**config.mk**
```make
export PLATFORM = sky130hd
export DESIGN_NAME = spi_tft_writer_flat
export DESIGN_NICKNAME = d
export VERILOG_FILES = /design/src/rtl/spi_tft_writer_if.sv /design/src/rtl/spi_tft_writer.sv /design/src/flat_wrapper.sv
export SDC_FILE = /design/constraint.sdc
export NUM_CORES = 1
export LEC_CHECK = 0
export CORE_MARGIN = 2
export CORE_UTILIZATION = 45
export CTS_CLUSTER_SIZE = 28
export DETAILED_ROUTE_END_ITERATION = 10
export PLACE_DENSITY = 0.77
export SLEW_MARGIN = 20
export SYNTH_ARGS = -nofsm -noshare
export SYNTH_HDL_FRONTEND = slang
export SYNTH_SLANG_ARGS = --single-unit
```
**constraint.sdc**
```tcl
create_clock -name clk -period 2.7 [get_ports clk]
set_input_delay 0.54 -clock clk [delete_from_list [all_inputs] [get_ports clk]]
set_output_delay 0.54 -clock clk [all_outputs]
set_load 0.005 [all_outputs]
```
**src/rtl/spi_tft_writer_if.sv**
```systemverilog
// Frame-control, pixel-fetch and SPI pin bundle for spi_tft_writer.
// master = the writer itself; slave = the framebuffer / TFT side.
interface spi_tft_writer_if;
  logic       frame_start;
  logic       busy;
  logic       frame_done;
  logic [7:0] pixel_x;
  logic [5:0] pixel_y;
  logic       pixel_req;
  logic       pixel;
  logic       spi_clk;
  logic       spi_di;
  logic       spi_dc;
  logic       spi_cs;

  modport master (
    input  frame_start, pixel,
    output busy, frame_done, pixel_x, pixel_y, pixel_req,
           spi_clk, spi_di, spi_dc, spi_cs
  );

  modport slave (
    output frame_start, pixel,
    input  busy, frame_done, pixel_x, pixel_y, pixel_req,
           spi_clk, spi_di, spi_dc, spi_cs
  );
endinterface

```
**src/rtl/spi_tft_writer.sv**
```systemverilog
// SPI initiator sending CASET/RASET/RAMWR then one RGB565 word per framebuffer bit.
// Optional macro SPI_TFT_MADCTL_EN prepends a MADCTL command and parameter byte.
module spi_tft_writer #(
  parameter int unsigned CLK_DIV      = 4,
  parameter int unsigned WIDTH        = 240,
  parameter int unsigned HEIGHT       = 64,
  parameter logic [15:0] FG_COLOR     = 16'hFFFF,
  parameter logic [15:0] BG_COLOR     = 16'h0000,
  parameter logic [7:0]  MADCTL_VALUE = 8'h00
) (
  input  logic               clk,
  input  logic               reset,
  spi_tft_writer_if.master   bus
);

  localparam int unsigned     DIV_W    = (CLK_DIV > 1) ? $clog2(CLK_DIV) : 1;
  localparam logic [DIV_W-1:0] DIV_LAST = DIV_W'(CLK_DIV - 1);
  localparam logic [15:0]     COL_LAST = 16'(WIDTH - 1);
  localparam logic [15:0]     ROW_LAST = 16'(HEIGHT - 1);
  localparam logic [7:0]      X_LAST   = 8'(WIDTH - 1);
  localparam logic [5:0]      Y_LAST   = 6'(HEIGHT - 1);

  typedef enum logic [3:0] {
    S_IDLE,
    S_CMD_MADCTL,
    S_DAT_MADCTL,
    S_CMD_CASET,
    S_DAT_CASET,
    S_CMD_RASET,
    S_DAT_RASET,
    S_CMD_RAMWR,
    S_FETCH,
    S_LATCH,
    S_PIX_HI,
    S_PIX_LO,
    S_TAIL
  } state_t;

`ifdef SPI_TFT_MADCTL_EN
  localparam state_t     FIRST_STATE = S_CMD_MADCTL;
  localparam logic [7:0] FIRST_BYTE  = 8'h36;
`else
  localparam state_t     FIRST_STATE = S_CMD_CASET;
  localparam logic [7:0] FIRST_BYTE  = 8'h2A;
`endif

  // Address-window parameter bytes: start is always 0, end is split MSB/LSB.
  function automatic logic [7:0] param_byte(input logic [1:0] idx, input logic [15:0] last);
    case (idx)
      2'd2:    return last[15:8];
      2'd3:    return last[7:0];
      default: return 8'h00;
    endcase
  endfunction

  state_t           state_q, state_d;
  logic [7:0]       sh_q, sh_d;
  logic [2:0]       bit_q, bit_d;
  logic [DIV_W-1:0] div_q, div_d;
  logic             sck_q, sck_d;
  logic             dc_q, dc_d;
  logic             cs_q, cs_d;
  logic             done_q, done_d;
  logic [1:0]       idx_q, idx_d;
  logic [7:0]       x_q, x_d;
  logic [5:0]       y_q, y_d;
  logic [15:0]      word_q, word_d;

  logic             byte_end;
  logic             load;
  logic [7:0]       load_byte;
  logic             load_dc;

  always_comb begin
    state_d   = state_q;
    sh_d      = sh_q;
    bit_d     = bit_q;
    div_d     = div_q;
    sck_d     = sck_q;
    dc_d      = dc_q;
    cs_d      = cs_q;
    done_d    = 1'b0;
    idx_d     = idx_q;
    x_d       = x_q;
    y_d       = y_q;
    word_d    = word_q;
    byte_end  = 1'b0;
    load      = 1'b0;
    load_byte = '0;
    load_dc   = 1'b0;

    unique case (state_q)
      S_IDLE: begin
        cs_d  = 1'b1;
        sck_d = 1'b0;
        dc_d  = 1'b0;
        sh_d  = '0;
        div_d = '0;
        bit_d = '0;
        x_d   = '0;
        y_d   = '0;
        if (bus.frame_start) begin
          load      = 1'b1;
          load_byte = FIRST_BYTE;
          load_dc   = 1'b0;
          idx_d     = '0;
          state_d   = FIRST_STATE;
        end
      end
      S_FETCH: state_d = S_LATCH;
      S_LATCH: begin
        word_d    = bus.pixel ? FG_COLOR : BG_COLOR;
        load      = 1'b1;
        load_byte = word_d[15:8];
        load_dc   = 1'b1;
        state_d   = S_PIX_HI;
      end
      S_TAIL: begin
        if (div_q == DIV_LAST) begin
          state_d = S_IDLE;
          cs_d    = 1'b1;
          dc_d    = 1'b0;
          done_d  = 1'b1;
          div_d   = '0;
        end else begin
          div_d = div_q + 1'b1;
        end
      end
      default: begin
        // Every remaining state shifts one byte: CLK_DIV low, CLK_DIV high per bit.
        if (div_q != DIV_LAST) begin
          div_d = div_q + 1'b1;
        end else if (!sck_q) begin
          div_d = '0;
          sck_d = 1'b1;
        end else if (bit_q != 3'd7) begin
          div_d = '0;
          sck_d = 1'b0;
          bit_d = bit_q + 1'b1;
          sh_d  = {sh_q[6:0], 1'b0};
        end else begin
          byte_end = 1'b1;
        end
      end
    endcase

    if (byte_end) begin
      sck_d = 1'b0;
      div_d = '0;
      sh_d  = '0;
      case (state_q)
        S_CMD_MADCTL: begin
          load = 1'b1; load_byte = MADCTL_VALUE; load_dc = 1'b1; state_d = S_DAT_MADCTL;
        end
        S_DAT_MADCTL: begin
          load = 1'b1; load_byte = 8'h2A; load_dc = 1'b0; state_d = S_CMD_CASET;
        end
        S_CMD_CASET: begin
          load = 1'b1; load_byte = param_byte(2'd0, COL_LAST); load_dc = 1'b1;
          idx_d = '0; state_d = S_DAT_CASET;
        end
        S_DAT_CASET: begin
          load = 1'b1;
          if (idx_q == 2'd3) begin
            load_byte = 8'h2B; load_dc = 1'b0; state_d = S_CMD_RASET;
          end else begin
            idx_d = idx_q + 2'd1; load_byte = param_byte(idx_q + 2'd1, COL_LAST); load_dc = 1'b1;
          end
        end
        S_CMD_RASET: begin
          load = 1'b1; load_byte = param_byte(2'd0, ROW_LAST); load_dc = 1'b1;
          idx_d = '0; state_d = S_DAT_RASET;
        end
        S_DAT_RASET: begin
          load = 1'b1;
          if (idx_q == 2'd3) begin
            load_byte = 8'h2C; load_dc = 1'b0; state_d = S_CMD_RAMWR;
          end else begin
            idx_d = idx_q + 2'd1; load_byte = param_byte(idx_q + 2'd1, ROW_LAST); load_dc = 1'b1;
          end
        end
        S_CMD_RAMWR: state_d = S_FETCH;
        S_PIX_HI: begin
          load = 1'b1; load_byte = word_q[7:0]; load_dc = 1'b1; state_d = S_PIX_LO;
        end
        S_PIX_LO: begin
          if (x_q == X_LAST && y_q == Y_LAST) begin
            state_d = S_TAIL;
          end else begin
            state_d = S_FETCH;
            if (x_q == X_LAST) begin
              x_d = '0;
              y_d = y_q + 6'd1;
            end else begin
              x_d = x_q + 8'd1;
            end
          end
        end
        default: ;
      endcase
    end

    if (load) begin
      sh_d  = load_byte;
      dc_d  = load_dc;
      bit_d = '0;
      div_d = '0;
      sck_d = 1'b0;
      cs_d  = 1'b0;
    end
  end

  always_ff @(posedge clk or posedge reset) begin
    if (reset) begin
      state_q <= S_IDLE;
      sh_q    <= '0;
      bit_q   <= '0;
      div_q   <= '0;
      sck_q   <= 1'b0;
      dc_q    <= 1'b0;
      cs_q    <= 1'b1;
      done_q  <= 1'b0;
      idx_q   <= '0;
      x_q     <= '0;
      y_q     <= '0;
      word_q  <= '0;
    end else begin
      state_q <= state_d;
      sh_q    <= sh_d;
      bit_q   <= bit_d;
      div_q   <= div_d;
      sck_q   <= sck_d;
      dc_q    <= dc_d;
      cs_q    <= cs_d;
      done_q  <= done_d;
      idx_q   <= idx_d;
      x_q     <= x_d;
      y_q     <= y_d;
      word_q  <= word_d;
    end
  end

  assign bus.busy       = (state_q != S_IDLE);
  assign bus.frame_done = done_q;
  assign bus.pixel_req  = (state_q == S_FETCH);
  assign bus.pixel_x    = x_q;
  assign bus.pixel_y    = y_q;
  assign bus.spi_clk    = sck_q;
  assign bus.spi_di     = sh_q[7];
  assign bus.spi_dc     = dc_q;
  assign bus.spi_cs     = cs_q;

endmodule
```
**src/flat_wrapper.sv**
```systemverilog
// flat-port wrapper written by rule: the top's interface ports become plain ports
module spi_tft_writer_flat 
#(
  parameter int unsigned CLK_DIV      = 4,
  parameter int unsigned WIDTH        = 240,
  parameter int unsigned HEIGHT       = 64,
  parameter logic [15:0] FG_COLOR     = 16'hFFFF,
  parameter logic [15:0] BG_COLOR     = 16'h0000,
  parameter logic [7:0]  MADCTL_VALUE = 8'h00
)
  (clk, reset, bus_frame_start, bus_pixel, bus_busy, bus_frame_done, bus_pixel_x, bus_pixel_y, bus_pixel_req, bus_spi_clk, bus_spi_di, bus_spi_dc, bus_spi_cs);
  spi_tft_writer_if bus_i ();
  input  logic clk;
  input  logic reset;
  input wire logic [$bits(bus_i.frame_start)-1:0] bus_frame_start;
  input wire logic [$bits(bus_i.pixel)-1:0] bus_pixel;
  output wire logic [$bits(bus_i.busy)-1:0] bus_busy;
  output wire logic [$bits(bus_i.frame_done)-1:0] bus_frame_done;
  output wire logic [$bits(bus_i.pixel_x)-1:0] bus_pixel_x;
  output wire logic [$bits(bus_i.pixel_y)-1:0] bus_pixel_y;
  output wire logic [$bits(bus_i.pixel_req)-1:0] bus_pixel_req;
  output wire logic [$bits(bus_i.spi_clk)-1:0] bus_spi_clk;
  output wire logic [$bits(bus_i.spi_di)-1:0] bus_spi_di;
  output wire logic [$bits(bus_i.spi_dc)-1:0] bus_spi_dc;
  output wire logic [$bits(bus_i.spi_cs)-1:0] bus_spi_cs;
  assign bus_i.frame_start = bus_frame_start;
  assign bus_i.pixel = bus_pixel;
  assign bus_busy = bus_i.busy;
  assign bus_frame_done = bus_i.frame_done;
  assign bus_pixel_x = bus_i.pixel_x;
  assign bus_pixel_y = bus_i.pixel_y;
  assign bus_pixel_req = bus_i.pixel_req;
  assign bus_spi_clk = bus_i.spi_clk;
  assign bus_spi_di = bus_i.spi_di;
  assign bus_spi_dc = bus_i.spi_dc;
  assign bus_spi_cs = bus_i.spi_cs;
  spi_tft_writer #(.CLK_DIV(CLK_DIV), .WIDTH(WIDTH), .HEIGHT(HEIGHT), .FG_COLOR(FG_COLOR), .BG_COLOR(BG_COLOR), .MADCTL_VALUE(MADCTL_VALUE)) u_core (.clk(clk), .reset(reset), .bus(bus_i));
endmodule
```
==> impl_metrics.yaml <==
power_and_ir_drop:
  clock_power_share: 0.411
  p_sw_mw: 0.218
  pwr_density_cell_nw_per_um2: 354
  internal-power_mw: 0.780
  irDropWorstVdd_mv: 0.219
  p_comb_frac: 0.019
  total_power_mw: 0.998
  p_seq_frac: 0.570
  power.leakage_nw: 1.17
  swShare: 0.219
worst_setup_path:
  crit_arrival_ns: 1.92
  cp-startpoint: "u_core.state_q[3]"
  crit_chain: "nand2b_1 > nor2_1 > clkdlybuf4s50_1"
  critPathMaxFanout: 11
  crit_path_top_delay_cell: "clkdlybuf4s50_1"
  reg2reg_depth: 6
  reg2reg_from: "u_core.div_q[0]"
  ff2ff_setup_slack_ns: 0.53
  reg2reg_to: "u_core.bus.pixel_y[3]"
  endpoint_kind: "primary output"
  cp_data_required_time_ns: 2.16
  slowest_delay_ns: 0.56
  worst-setup-path-type: "reg2out"
  startpoint_type: "flip-flop"
placement:
  place_congestion: 0.917
  port_buffers: 24
  hpwl_mm: 4.02
floorplanning:
  design.die.area_um2: 5910
  fp.coreArea_um2: 5110
  die_h_um: 76.9
  ios: 25
  num_rows: 26
  die_w_um: 76.9
  start_util: 0.468
clock_network:
  clk_path_buf_depth: 2
  clock-sinks: 38
  cts_htree_levels: 2
  clk-insertion-delay-late_ns: 0.30
  cts_hold_buf: 0
  postCtsSetupBuffers: 0
  clk_pin_slew_ns: 0.07
  cts_tree: "done"
  numCtsBuffers: 5
  postCtsResizedCells: 0
  cts_root_buffer: "clkbuf_8"
synth:
  async_flop_share: 1.00
  synth_edf_count: 0
  ys_types: 53
  synth.avg_cell_area_um2: 8.33
  syn_inst: 287
  yosys_warnings: 0
  syn-cell-area_um2: 2390
  synth_nets: 298
  yosys_most_used_dff: "dfrtp_1"
  ys_seq_area_frac: 0.398
  ys_seq_elements: 38
sta:
  fmax_mhz: 407
  whs_ns: 0.518
  fin_crit_sh: 0.910
  setup_viol: 0
  period_minus_slack_ns: 2.46
  tns_ns: 0
  hold_violations: 0
  max_slew.worst_pin.slew_ns: 0.635
  slew_violations: 0
  clock_skew_ns: 0.00778
  slew_headroom: 0.575
  rsz0062_at_grt: "false"
routing:
  routedWlPerCell_um: 14.6
  viasPerCell: 5.68
  num_vias: 2193
  drtIter0Drc: 295
  dr.pass1.iters: 4
  wl_mm: 5.65
  final_antenna_net_count: 0
  drc: 0
worst_hold_path:
  hp-start: "u_core.div_q[0]"
  hp-class: "reg2reg"
  hold_depth: 1
  min_to: "u_core.div_q[0]"
cells_and_area:
  n_antenna_cell: 0
  finish.net_count: 326
  area_growth_pct: 17.9
  drive_gt1_frac: 0.108
global_routing:
  grt_max_degree: 39
  grt_overflow: 0
  grt_pass1_vias: 2110
  grt_usage: 0.203
  grt_pass1_wl_mm: 9.78
  antenna_found_initial: 0
flow_run:
  cap_violations: 0
status:
  status: "completed"
power by group through the flow:
| stage | Combinational, mW | Clock (mW) | Sequential (mW) |
|---|---|---|---|
| global route | 0.0224 | 0.449 | 0.569 |
| floorplan | 0.00969 | 0 | 0.580 |
| CTS | 0.0204 | 0.426 | 0.569 |
| finish | 0.0191 | 0.410 | 0.569 |
| detailed placement | 0.0204 | 0 | 0.580 |
| global placement | 0.0201 | 0 | 0.580 |
cell usage in the layout, fill, tap and decap left out, types with 4 or more instances in the layout:
cell type	n
o21ai_1	10
and3_1	5
nor2_1	34
nand2b_1	7
a21oi_1	24
a221o_1	4
nor3_1	6
buf_4	10
nand2_1	38
o21a_1	4
ha_1	7
o22ai_1	5
clkdlybuf4s50_1	24
inv_1	5
a31oi_1	4
clkbuf_8	6
nand3_1	14
dfrtp_1	37
o21ai_0	20
flip-flops by register name, summed over array words and instances (netlist names):
name / flops
u_core.bus.spi_cs: 1
u_core.bus.pixel_x: 8
u_core.bit_q: 3
u_core.bus.spi_clk: 1
u_core.bus.pixel_y: 6
u_core.state_q: 4
u_core.idx_q: 2
u_core.sh_q: 8
u_core.bus.spi_dc: 1
u_core.div_q: 2
u_core.word_q: 1
u_core.bus.frame_done: 1
final cells by class:
type / count / area (µm²)
multi-input combinational: 230 / 1350
tap: 70 / 87.6
inverter: 6 / 22.5
clock buffer: 6 / 82.6
sequential: 38 / 952
timing repair buffer: 34 / 315
fill: 491 / 2290
clock inverter: 2 / 12.5
how the worst max path moves through the flow:
| stage | to | slack, ns | depth (start not counted) |
|---|---|---|---|
| 6_report | bus_pixel_req | 0.24 | 3 |
| 5_1_grt | bus_pixel_req | 0.14 | 3 |
| 4_1_cts | bus_pixel_req | 0.26 | 3 |
| 3_5_place_dp | u_core.bus.spi_dc | 0.35 | 6 |
| 3_3_place_gp | u_core.bus.spi_dc | 0.40 | 6 |
| 2_1_floorplan | u_core.bus.pixel_x[4] | 0.98 | 6 |
stage by stage:
step                 util  instances  setup WS [ns]  instance area (µm²)
global route        0.552        386          0.138                 2820
floorplan               -        287          0.976                 2390
global placement    0.533        378          0.401                 2720
finish              0.552        386          0.242                 2820
detailed placement  0.533        378          0.345                 2720
CTS                 0.552        386          0.257                 2820
routing by layer:
layer / GRT usage / vias to the layer above / share of wire
li1: - / 1087 / -
met1: 0.261 / 1037 / 0.44
met2: 0.336 / 63 / 0.49
met3: 0.0353 / 6 / 0.056
met4: 0.0891 / 0 / 0.012
met5: 0 / - / 0
cells in the mapped netlist, types with 5 or more instances:
library cell / n / area share
a21oi_1: 24 / 0.050
nor2_1: 34 / 0.053
o21ai_1: 10 / 0.021
o21ai_0: 20 / 0.042
dfrtp_1: 37 / 0.39
o22ai_1: 5 / 0.013
buf_2: 8 / 0.017
nand2b_1: 7 / 0.018
nor3_1: 6 / 0.013
inv_1: 5 / 0.0079
ha_1: 7 / 0.037
nand2_1: 38 / 0.060
nand3_1: 14 / 0.029
and3_1: 5 / 0.013
cell families after synthesis:
| logic type | synth area share |
|---|---|
| DFF | 0.398 |
| adders and majority gates | 0.0366 |
| AOI/OAI and AO/OA | 0.249 |
| and+or+nand+nor | 0.257 |
| xor gates and xnor gates | 0.00733 |
| buffers and inverters | 0.0387 |
| muxes | 0.0131 |
worst max-delay path, delay by kind of cell (launching register included):
kind                   cells  cell delay (ns)
AND/OR/NAND/NOR            2             0.51
flip-flops                 1             0.55
buffers and inverters      1             0.56
Note: power is estimated with default switching activity, not from simulation.
